`src/rtl/hqc_rsdecod_pkg.sv`:
```
// Purpose: shared types and parameter helpers for the HQC RS decoder sequencer.
// Latency: n/a (declarations only).
// Backpressure: n/a.
// Contents: state enum, correction-capacity / code-length selectors, watchdog width helper.
package hqc_rsdecod_pkg;

  typedef enum logic [2:0] {
    ST_IDLE,
    ST_SYND,
    ST_ELP,
    ST_ROOT,
    ST_EV,
    ST_CORR,
    ST_FIN
  } state_t;

  // RS correction capacity per security level.
  function automatic int delta_sel(input int sec);
    int r;
    case (sec)
      192:     r = 16;
      256:     r = 29;
      default: r = 15;
    endcase
    return r;
  endfunction

  // RS code length (symbols) per security level.
  function automatic int n1_sel(input int sec);
    int r;
    case (sec)
      192:     r = 56;
      256:     r = 90;
      default: r = 46;
    endcase
    return r;
  endfunction

  // Counter width able to hold the value 'timeout'; never narrower than 1 bit.
  function automatic int wd_width(input int timeout);
    int r;
    if (timeout < 1) r = 1;
    else             r = $clog2(timeout + 1);
    return r;
  endfunction

endpackage

```
`src/rtl/hqc_rsdecod_watchdog.sv`:
```
// Purpose: per-stage cycle counter flagging when a stage has run LIMIT cycles.
// Latency: expired is combinational from the count register.
// Backpressure: none; saturates at LIMIT until cleared.
// Ports: clk, rst (sync, active-high), clr, en, load/load_val, expired.
module hqc_rsdecod_watchdog #(
  parameter int W     = 10,
  parameter int LIMIT = 1023
) (
  input  logic         clk,
  input  logic         rst,
  input  logic         clr,
  input  logic         en,
  input  logic         load,
  input  logic [W-1:0] load_val,
  output logic         expired
);

  localparam logic [W-1:0] LIM = W'(LIMIT);

  logic [W-1:0] cnt;

  assign expired = (cnt == LIM);

  always_ff @(posedge clk) begin
    if (rst || clr) begin
      cnt <= '0;
    end else if (load) begin
      cnt <= load_val;
    end else if (en && !expired) begin
      cnt <= cnt + 1'b1;
    end
  end

endmodule

```
`src/rtl/hqc_rsdecod_seq.sv`:
```
// Purpose: sequences syndrome/ELP/root/error-value/correction stages for one codeword per start.
// Latency: sum of stage latencies + 6 cycles; done pulses the cycle after the last valid or expiry.
// Backpressure: start_i accepted only in IDLE, otherwise dropped; no queueing.
// Ports: clk_i/rst_i; start_i -> busy_o/done_o/fail_o/timeout_o/err_cnt_o;
//        *_start_o launch pulses, *_valid_i completions, synd_zero_i/deg_sigma_i/root_cnt_i stage results.
module hqc_rsdecod_seq
  import hqc_rsdecod_pkg::*;
#(
  parameter int PARAM_SECURITY = 128,
  parameter int PARAM_DELTA    = delta_sel(PARAM_SECURITY),
  parameter bit CONST_TIME     = 1'b1,
  parameter int TIMEOUT        = 1023
) (
  input  logic       clk_i,
  input  logic       rst_i,
  input  logic       start_i,
  output logic       busy_o,
  output logic       done_o,
  output logic       fail_o,
  output logic       timeout_o,
  output logic [7:0] err_cnt_o,
  output logic       synd_start_o,
  output logic       elp_start_o,
  output logic       root_start_o,
  output logic       ev_start_o,
  output logic       corr_start_o,
  input  logic       synd_valid_i,
  input  logic       elp_valid_i,
  input  logic       root_valid_i,
  input  logic       ev_valid_i,
  input  logic       corr_valid_i,
  input  logic       synd_zero_i,
  input  logic [7:0] deg_sigma_i,
  input  logic [7:0] root_cnt_i
);

  localparam int         WD_W    = wd_width(TIMEOUT);
  localparam logic [7:0] DELTA_B = 8'(PARAM_DELTA);

  state_t     state;
  logic       zero_r;
  logic [7:0] deg_r;
  logic       fail_r;

  logic       in_stage;
  logic       stage_vld;
  logic       to_fin;
  logic       zero_nxt;
  logic [7:0] deg_nxt;
  logic       fail_nxt;
  logic       expired;

  assign in_stage = (state != ST_IDLE) && (state != ST_FIN);

  // Only the current stage's valid matters; everything computed here is
  // committed solely on that valid, so stray values elsewhere are harmless.
  always_comb begin
    stage_vld = 1'b0;
    to_fin    = 1'b0;
    zero_nxt  = zero_r;
    deg_nxt   = deg_r;
    fail_nxt  = fail_r;
    case (state)
      ST_SYND: begin
        stage_vld = synd_valid_i;
        zero_nxt  = synd_zero_i;
        to_fin    = !CONST_TIME && synd_zero_i;
      end
      ST_ELP: begin
        stage_vld = elp_valid_i;
        deg_nxt   = deg_sigma_i;
        // Too many errors to correct, or an empty locator despite nonzero syndromes.
        fail_nxt  = fail_r || (deg_sigma_i > DELTA_B) ||
                    ((deg_sigma_i == 8'd0) && !zero_r);
      end
      ST_ROOT: begin
        stage_vld = root_valid_i;
        fail_nxt  = fail_r || (root_cnt_i != deg_r);
        to_fin    = !CONST_TIME && fail_nxt;
      end
      ST_EV: begin
        stage_vld = ev_valid_i;
      end
      ST_CORR: begin
        stage_vld = corr_valid_i;
        to_fin    = 1'b1;
      end
      default: ;
    endcase
  end

  // Cleared whenever the state is about to change (or is not a stage),
  // so the count is zero in every stage entry cycle.
  hqc_rsdecod_watchdog #(
    .W     (WD_W),
    .LIMIT (TIMEOUT)
  ) u_wd (
    .clk      (clk_i),
    .rst      (rst_i),
    .clr      (!in_stage || stage_vld || expired),
    .en       (in_stage),
    .load     (1'b0),
    .load_val ({WD_W{1'b0}}),
    .expired  (expired)
  );

  always_ff @(posedge clk_i) begin
    if (rst_i) begin
      state        <= ST_IDLE;
      zero_r       <= 1'b0;
      deg_r        <= '0;
      fail_r       <= 1'b0;
      busy_o       <= 1'b0;
      done_o       <= 1'b0;
      fail_o       <= 1'b0;
      timeout_o    <= 1'b0;
      err_cnt_o    <= '0;
      synd_start_o <= 1'b0;
      elp_start_o  <= 1'b0;
      root_start_o <= 1'b0;
      ev_start_o   <= 1'b0;
      corr_start_o <= 1'b0;
    end else begin
      synd_start_o <= 1'b0;
      elp_start_o  <= 1'b0;
      root_start_o <= 1'b0;
      ev_start_o   <= 1'b0;
      corr_start_o <= 1'b0;
      done_o       <= 1'b0;
      case (state)
        ST_IDLE: begin
          if (start_i) begin
            state        <= ST_SYND;
            synd_start_o <= 1'b1;
            busy_o       <= 1'b1;
            fail_o       <= 1'b0;
            timeout_o    <= 1'b0;
            err_cnt_o    <= '0;
            zero_r       <= 1'b0;
            deg_r        <= '0;
            fail_r       <= 1'b0;
          end
        end
        ST_FIN: begin
          state <= ST_IDLE;
        end
        default: begin
          // A valid in the expiry cycle takes priority over the watchdog.
          if (stage_vld) begin
            zero_r <= zero_nxt;
            deg_r  <= deg_nxt;
            fail_r <= fail_nxt;
            if (to_fin) begin
              state     <= ST_FIN;
              done_o    <= 1'b1;
              busy_o    <= 1'b0;
              fail_o    <= fail_nxt;
              err_cnt_o <= (fail_nxt || zero_nxt) ? 8'd0 : deg_nxt;
            end else begin
              case (state)
                ST_SYND: begin state <= ST_ELP;  elp_start_o  <= 1'b1; end
                ST_ELP:  begin state <= ST_ROOT; root_start_o <= 1'b1; end
                ST_ROOT: begin state <= ST_EV;   ev_start_o   <= 1'b1; end
                ST_EV:   begin state <= ST_CORR; corr_start_o <= 1'b1; end
                default: ;
              endcase
            end
          end else if (expired) begin
            state     <= ST_FIN;
            done_o    <= 1'b1;
            busy_o    <= 1'b0;
            timeout_o <= 1'b1;
            fail_o    <= 1'b1;
            err_cnt_o <= '0;
          end
        end
      endcase
    end
  end

endmodule

```
`config.mk`:
```
export PLATFORM = sky130hd
export DESIGN_NAME = hqc_rsdecod_seq
export DESIGN_NICKNAME = d
export VERILOG_FILES = /design/src/rtl/hqc_rsdecod_pkg.sv /design/src/rtl/hqc_rsdecod_watchdog.sv /design/src/rtl/hqc_rsdecod_seq.sv
export SDC_FILE = /design/constraint.sdc
export NUM_CORES = 1
export LEC_CHECK = 0
export ABC_AREA = 1
export BUFFER_PORTS_ARGS = -buffer_cell sky130_fd_sc_hd__buf_2
export CAP_MARGIN = 30
export CELL_PAD_IN_SITES_DETAIL_PLACEMENT = 1
export CELL_PAD_IN_SITES_GLOBAL_PLACEMENT = 1
export CORE_UTILIZATION = 33
export DETAILED_ROUTE_END_ITERATION = 10
export PLACE_DENSITY = 0.82
export SETUP_SLACK_MARGIN = 0.1
export SLEW_MARGIN = 20
export SYNTH_ARGS = -nofsm -noshare
export SYNTH_HDL_FRONTEND = slang
export SYNTH_HIERARCHICAL = 1
export SYNTH_SLANG_ARGS = --single-unit
```
`constraint.sdc`:
```
create_clock -name clk_i -period 3.2 [get_ports clk_i]
set_clock_uncertainty 0.1 [all_clocks]
set_input_delay 0.96 -clock clk_i [delete_from_list [all_inputs] [get_ports clk_i]]
set_output_delay 0.96 -clock clk_i [all_outputs]
set_load 0.05 [all_outputs]
```
==> run summary, run 1 <==
sequential-to-total area share from yosys stat -> 33.37%
Total GRT Usage -> 19.06%
clock sink count -> 40
IO Port Bufs -> 41
DRT antenna net count -> 0
Chip Height -> 87.28 um
Ant. Diodes -> 0
CTS root buf -> clkbuf_8
delay-heaviest family, CP -> simple AND/OR/NAND/NOR gates
critical path type -> reg2reg
worst r2r path cells -> 8
area grow syn2layout -> 16.63%
Crit. End Element -> flip-flop
vias in the first global route -> 2497
max_slew headroom -> 48.91%
H-Tree Depth -> 2
Worst path depth -> 8
Area contributors post-synth -> dfxtp_1, nand2_1, nor2_1
Inserted Clock Buffers -> 5
final net count -> 464
Core Region -> 6907 um^2
post-DR wirelength/cell -> 12.38 um
# rows -> 30
Synth Cell Area -> 2400 um^2
synth unique cells -> 32
RSZ-0062 raised after global routing -> no
crit-path most repeated cell -> nand2_2
Req. time, crit path -> 3.32 ns
critical path, cell by cell -> nor2_2, nand2_2, inv_2, a21oi_2, nand2_2, nor2_1, inv_1, a21oi_1
Slew @ Worst Pin -> 0.7450 ns
Via density -> 4.672
share of the synthesized area in the top cell type -> 33.37%
Startpoint Class -> flip-flop
status -> complete, no violations
Final Cell Area -> 2799 um^2
Slowest-stage cell, CP -> dfxtp_1
post-layout util -> 40.53%
IO Pins -> 42
Pleak -> 0.001377 uW
CTS tree -> built
pin count of the biggest net entering global routing -> 16
router iterations before antenna repair -> 4
first-pass GRT wire length -> 11250 um
Detailed Route WL -> 6612 um
worst hold path type -> reg2reg
worst-path fanout max -> 11
TNS Setup -> 0 ns
grt total ovfl -> 0
worst slack at placement -> 0.6116 ns
antenna violations before repair -> 0
clk_lat worst skew -> 0.30 ns
via count -> 2495
Pwr per Cell Area -> 804.4 nW/um^2
crit path setup slack, layout -> 0.9254 ns
Synth Register Bits -> 40
post_cts resized -> 0
clock-pin slew on the worst setup and hold paths -> 0.08 ns
CTS max path bufs -> 2
Period Utilization, post-route -> 71.08%
Worst EP arrival -> 2.40 ns
DP Wirelength -> 5260 um
final setup fails -> 0
DIE WIDTH -> 87.28 um
maximum VDD drop -> 0.2361 mV
# DRC -> 0
initial core utilization -> 34.75%
cells after synthesis -> 384
Ys Warns -> 6
# Post-CTS Setup Buffers -> 0
number of max-cap violations -> 0
synthesized area per cell -> 6.249 um^2
f_max -> 0.4396 GHz
die area -> 7617 um^2
Max Slew Vio Count -> 0
Cells on Worst Hold Path -> 2
crit-path max cell delay -> 0.53 ns
area post-placement -> 2721 um^2
initial DRC count -> 82
CP bufs+invs -> 2
Synth area leader -> dfxtp_1
crit path time final -> 2.275 ns
Hold-fix buffers, CTS -> 0
layout cells sized above 1 -> 17.58%
routability cong. -> 0.8186
Fin. Hold Viols -> 0
[area by class of cell]
type / count / area [um^2]
Clock buffer: 6 / 72.57
Multi-Input combinational cell: 296 / 1381
Sequential cell: 40 / 800.8
Tap cell: 96 / 120.1
Inverter: 53 / 206.4
Timing Repair Buffer: 42 / 212.7
Clock inverter: 1 / 5.005
Fill cell: 988 / 4108
[where the power goes]
part / total, uW / leakage, uW / switching (uW) / internal (uW)
logic: 1220 / 0.00101 / 881 / 336
registers: 704 / 0.000326 / 98.7 / 605
clock network: 330 / 0.0000410 / 181 / 149
total: 2250 / 0.00138 / 1160 / 1090
[path summary, 6_finish.rpt]
| path | slack, ns | startpoint | end |
|---|---|---|---|
| worst min-delay path | 0.39 | zero_r | zero_r |
| worst max register to register | 0.93 | state[0] | u_wd/cnt[6] |
| worst max-delay path | 0.93 | state[0] | u_wd/cnt[6] |
| worst min register to register | 0.39 | zero_r | zero_r |
[layout by cell type (no fill, tap or decap), types with 3 or more instances in the layout]
cell / instances
nand3_1: 23
inv_1: 44
dfxtp_1: 40
nand2_2: 6
o21ai_0: 11
nand2_1: 116
nand4_1: 12
clkbuf_8: 5
inv_2: 5
buf_2: 41
a21oi_1: 29
nor2_1: 55
nand2_4: 3
xnor2_1: 5
nand3_2: 3
nor2_2: 4
conb_1: 15
[cells in the mapped netlist (all sizes together)]
cell type  count
nor2          61
clkbuf         2
inv           50
nand3         26
nor3           2
clkinv         3
ha             1
o21bai         2
buf            7
nand4         12
a21oi         31
o21ai         13
mux2i          1
conb           1
dfxtp         40
or2            1
xnor2          5
nand2        125
nand3b         1
[cell families after synthesis]
| logic type | synth area share, % |
|---|---|
| simple gates | 41.87 |
| buf+inv | 11.26 |
| compound gates | 10.58 |
| flops | 33.37 |
| xor+xnor | 1.825 |
| fa+ha+maj | 0.5213 |
| other cells | 0.1563 |
| mux | 0.4171 |
[metal layers]
layer / part of all wire, % / wire (um) / up-vias / global-route usage [%]
li1: - / - / 1290 / -
met1: 46 / 3013 / 1163 / 23.16
met2: 50 / 3319 / 34 / 34.09
met3: 2.9 / 190 / 8 / 3.412
met4: 1.3 / 88 / 0 / 5.663
met5: 0 / 0 / - / 0
[metrics by stage]
step	instances	hold slack, ns	power, uW
CTS	534	0.3881	2274
global route	534	0.4229	2449
detailed placement	527	0.3761	1938
finish	534	0.3854	2251
floorplan	398	0.3424	1678
global placement	527	0.3768	1887
[state kept, by name, summed over array words and instances, names as in the netlist]
register,flops
u_wd/cnt,10
deg_r,8
err_cnt_o,8
state,3
busy_o,1
corr_start_o,1
done_o,1
elp_start_o,1
ev_start_o,1
fail_o,1
fail_r,1
root_start_o,1
synd_start_o,1
timeout_o,1
zero_r,1
[tightest hold or removal path: cells and delay by family (launching register included)]
family,cells,cell delay (ns)
and+or+nand+nor,1,0.07
AOI/OAI and AO/OA,1,0.05
DFF,1,0.32
No activity file was read; power rests on OpenSTA's default activity.
==> inputs of run 2 (changes only) <==
- clock period: 3.2 -> 2.15 ns (I/O delays scaled with it)
==> run summary, run 2 (synthesis results as in run 1) <==
Startpoint Class -> flip-flop
most common cell after layout, fill and taps aside -> nand2_1
share of power burned in combinational logic -> 52.7%
TNS Setup -> 0 ns
clock-pin slew on the worst setup and hold paths -> 0.09 ns
sequential group share of total power -> 27.9%
Total GRT Usage -> 18.90%
Pwr per Cell Area -> 1278 nW/um^2
critical path type -> reg2reg
vias in the first global route -> 2459
final setup fails -> 0
R2R Path Start -> u_wd/cnt[0]
Cells on Worst Hold Path -> 2
Worst Setup SP -> u_wd/cnt[0]
Period Utilization, post-route -> 87.72%
grt total ovfl -> 0
layout cells sized above 1 -> 20.98%
DP Wirelength -> 5262 um
H-Tree Depth -> 2
crit path time final -> 1.886 ns
DIE WIDTH -> 87.28 um
worst hold path type -> reg2reg
R2R Setup Slk -> 0.26 ns
antenna violations before repair -> 0
Fin. Hold Viols -> 0
initial DRC count -> 51
Detailed Route WL -> 6828 um
critical path, cell by cell -> ha_1, nand2_1, nor2_4, nand3_4, inv_2, nor2_1, nand3_1, nand3_2, buf_4, nand2_1, nand2_1, a21oi_1
clock sink count -> 40
RSZ-0062 raised after global routing -> yes
maximum VDD drop -> 0.3455 mV
# DRC -> 0
Core Region -> 6907 um^2
crit-path max cell delay -> 0.35 ns
area grow syn2layout -> 22.47%
IO Port Bufs -> 41
Inserted Clock Buffers -> 5
initial core utilization -> 34.75%
worst-path fanout max -> 6
status -> complete, no violations
Req. time, crit path -> 2.27 ns
Max Slew Vio Count -> 0
R2R Path End -> err_cnt_o[0]
routability cong. -> 0.7966
Via density -> 4.693
DRT antenna net count -> 0
Slowest-stage cell, CP -> dfxtp_2
worst r2r path cells -> 12
first-pass GRT wire length -> 11220 um
crit-path most repeated cell -> nand2_1
# rows -> 30
number of max-cap violations -> 0
router iterations before antenna repair -> 3
post-DR wirelength/cell -> 12.55 um
P_int -> 1987 uW
Worst EP arrival -> 2.01 ns
pin count of the biggest net entering global routing -> 16
biggest regs -> u_wd/cnt x10, deg_r x8, err_cnt_o x8
area post-placement -> 2796 um^2
f_max -> 0.5302 GHz
CTS tree -> built
CTS max path bufs -> 2
Pleak -> 0.001447 uW
HP Start -> u_wd/cnt[3]
via count -> 2553
Clock Power Share -> 19.4%
NetSw -> 1768 uW
CTS root buf -> clkbuf_8
die area -> 7617 um^2
clk_lat worst skew -> 0.30 ns
Hold Path End -> u_wd/cnt[3]
Crit. End Element -> flip-flop
final net count -> 474
Ant. Diodes -> 0
IO Pins -> 42
commonest cells after routing, fill and taps aside -> nand2_1, nor2_1, inv_1, buf_2, dfxtp_1
largest register by flop count -> u_wd/cnt
max FFs per register -> 10
Sw Share -> 47.08%
Final Cell Area -> 2939 um^2
# Post-CTS Setup Buffers -> 0
Chip Height -> 87.28 um
==> run 2: cell count changes in the layout (fill, tap and decap cells not counted) <==
cell,change
dfxtp_2,+5
inv_2,+1
nand3_2,-1
nand3_4,+1
clkbuf_1,-1
clkinv_2,-1
buf_4,+10
dfxtp_1,-5
bufinv_16,+2
inv_1,-1
==> run 2: how the worst max path moves through the flow <==
stage                   end  depth (start not counted)
2_1_floorplan   u_wd/cnt[3]                          9
6_report       err_cnt_o[0]                         12
3_3_place_gp    u_wd/cnt[6]                         11
5_1_grt        err_cnt_o[6]                         12
4_1_cts         u_wd/cnt[6]                         11
3_5_place_dp    u_wd/cnt[6]                         11
==> run 2: routing by layer <==
layer  global-route usage (%)  vias up  part of all wire, %
li1                         -     1317                    -
met3                    3.412        5                  2.7
met4                    4.620        0                 0.83
met1                    23.13     1204                   47
met2                    34.02       27                   50
met5                        0        -                    0
==> run 2: what timing repair did <==
action | 4_1_cts | 5_1_grt
resized for setup | 0 | 7
endpoints found under the setup margin | 0 | 17
hold buffers | 0 | 0
==> run 2: worst max-delay path: cells and delay by family, from the launching register on <==
kind / cells / cell delay [ns]
and+or+nand+nor: 8 / 0.76
DFF: 1 / 0.35
buffers and inverters: 2 / 0.26
adders and majority gates: 1 / 0.18
AOI/OAI and AO/OA: 1 / 0.16
==> run 2: cell type report <==
class | count | area, um^2
inverter | 53 | 206.4
clock inverter | 2 | 60.06
sequential | 40 | 807.0
clock buffer | 5 | 68.82
fill | 964 | 3968
multi-input combinational | 296 | 1389
tap | 96 | 120.1
timing repair buffer | 52 | 287.8
==> run 2: power groups by stage <==
stage | logic (uW) | clock network, uW | registers [uW]
2_1_floorplan | 1230 | 0 | 1270
3_3_place_gp | 1900 | 0 | 1060
3_5_place_dp | 1950 | 0 | 1060
4_1_cts | 1980 | 745 | 1040
5_1_grt | 2210 | 771 | 1070
6_report | 1980 | 730 | 1050
==> run 2: stage by stage <==
stage	power (uW)	cells	hold WS [ns]	setup slack [ns]	util (%)
2_1_floorplan	2498	398	0.3424	0.3449	-
3_3_place_gp	2954	537	0.3707	0.1171	40.49
3_5_place_dp	3010	537	0.3822	0.09040	40.49
4_1_cts	3766	544	0.3952	0.1789	42.36
5_1_grt	4043	544	0.4334	0.07783	42.55
6_report	3755	544	0.3941	0.2639	42.55
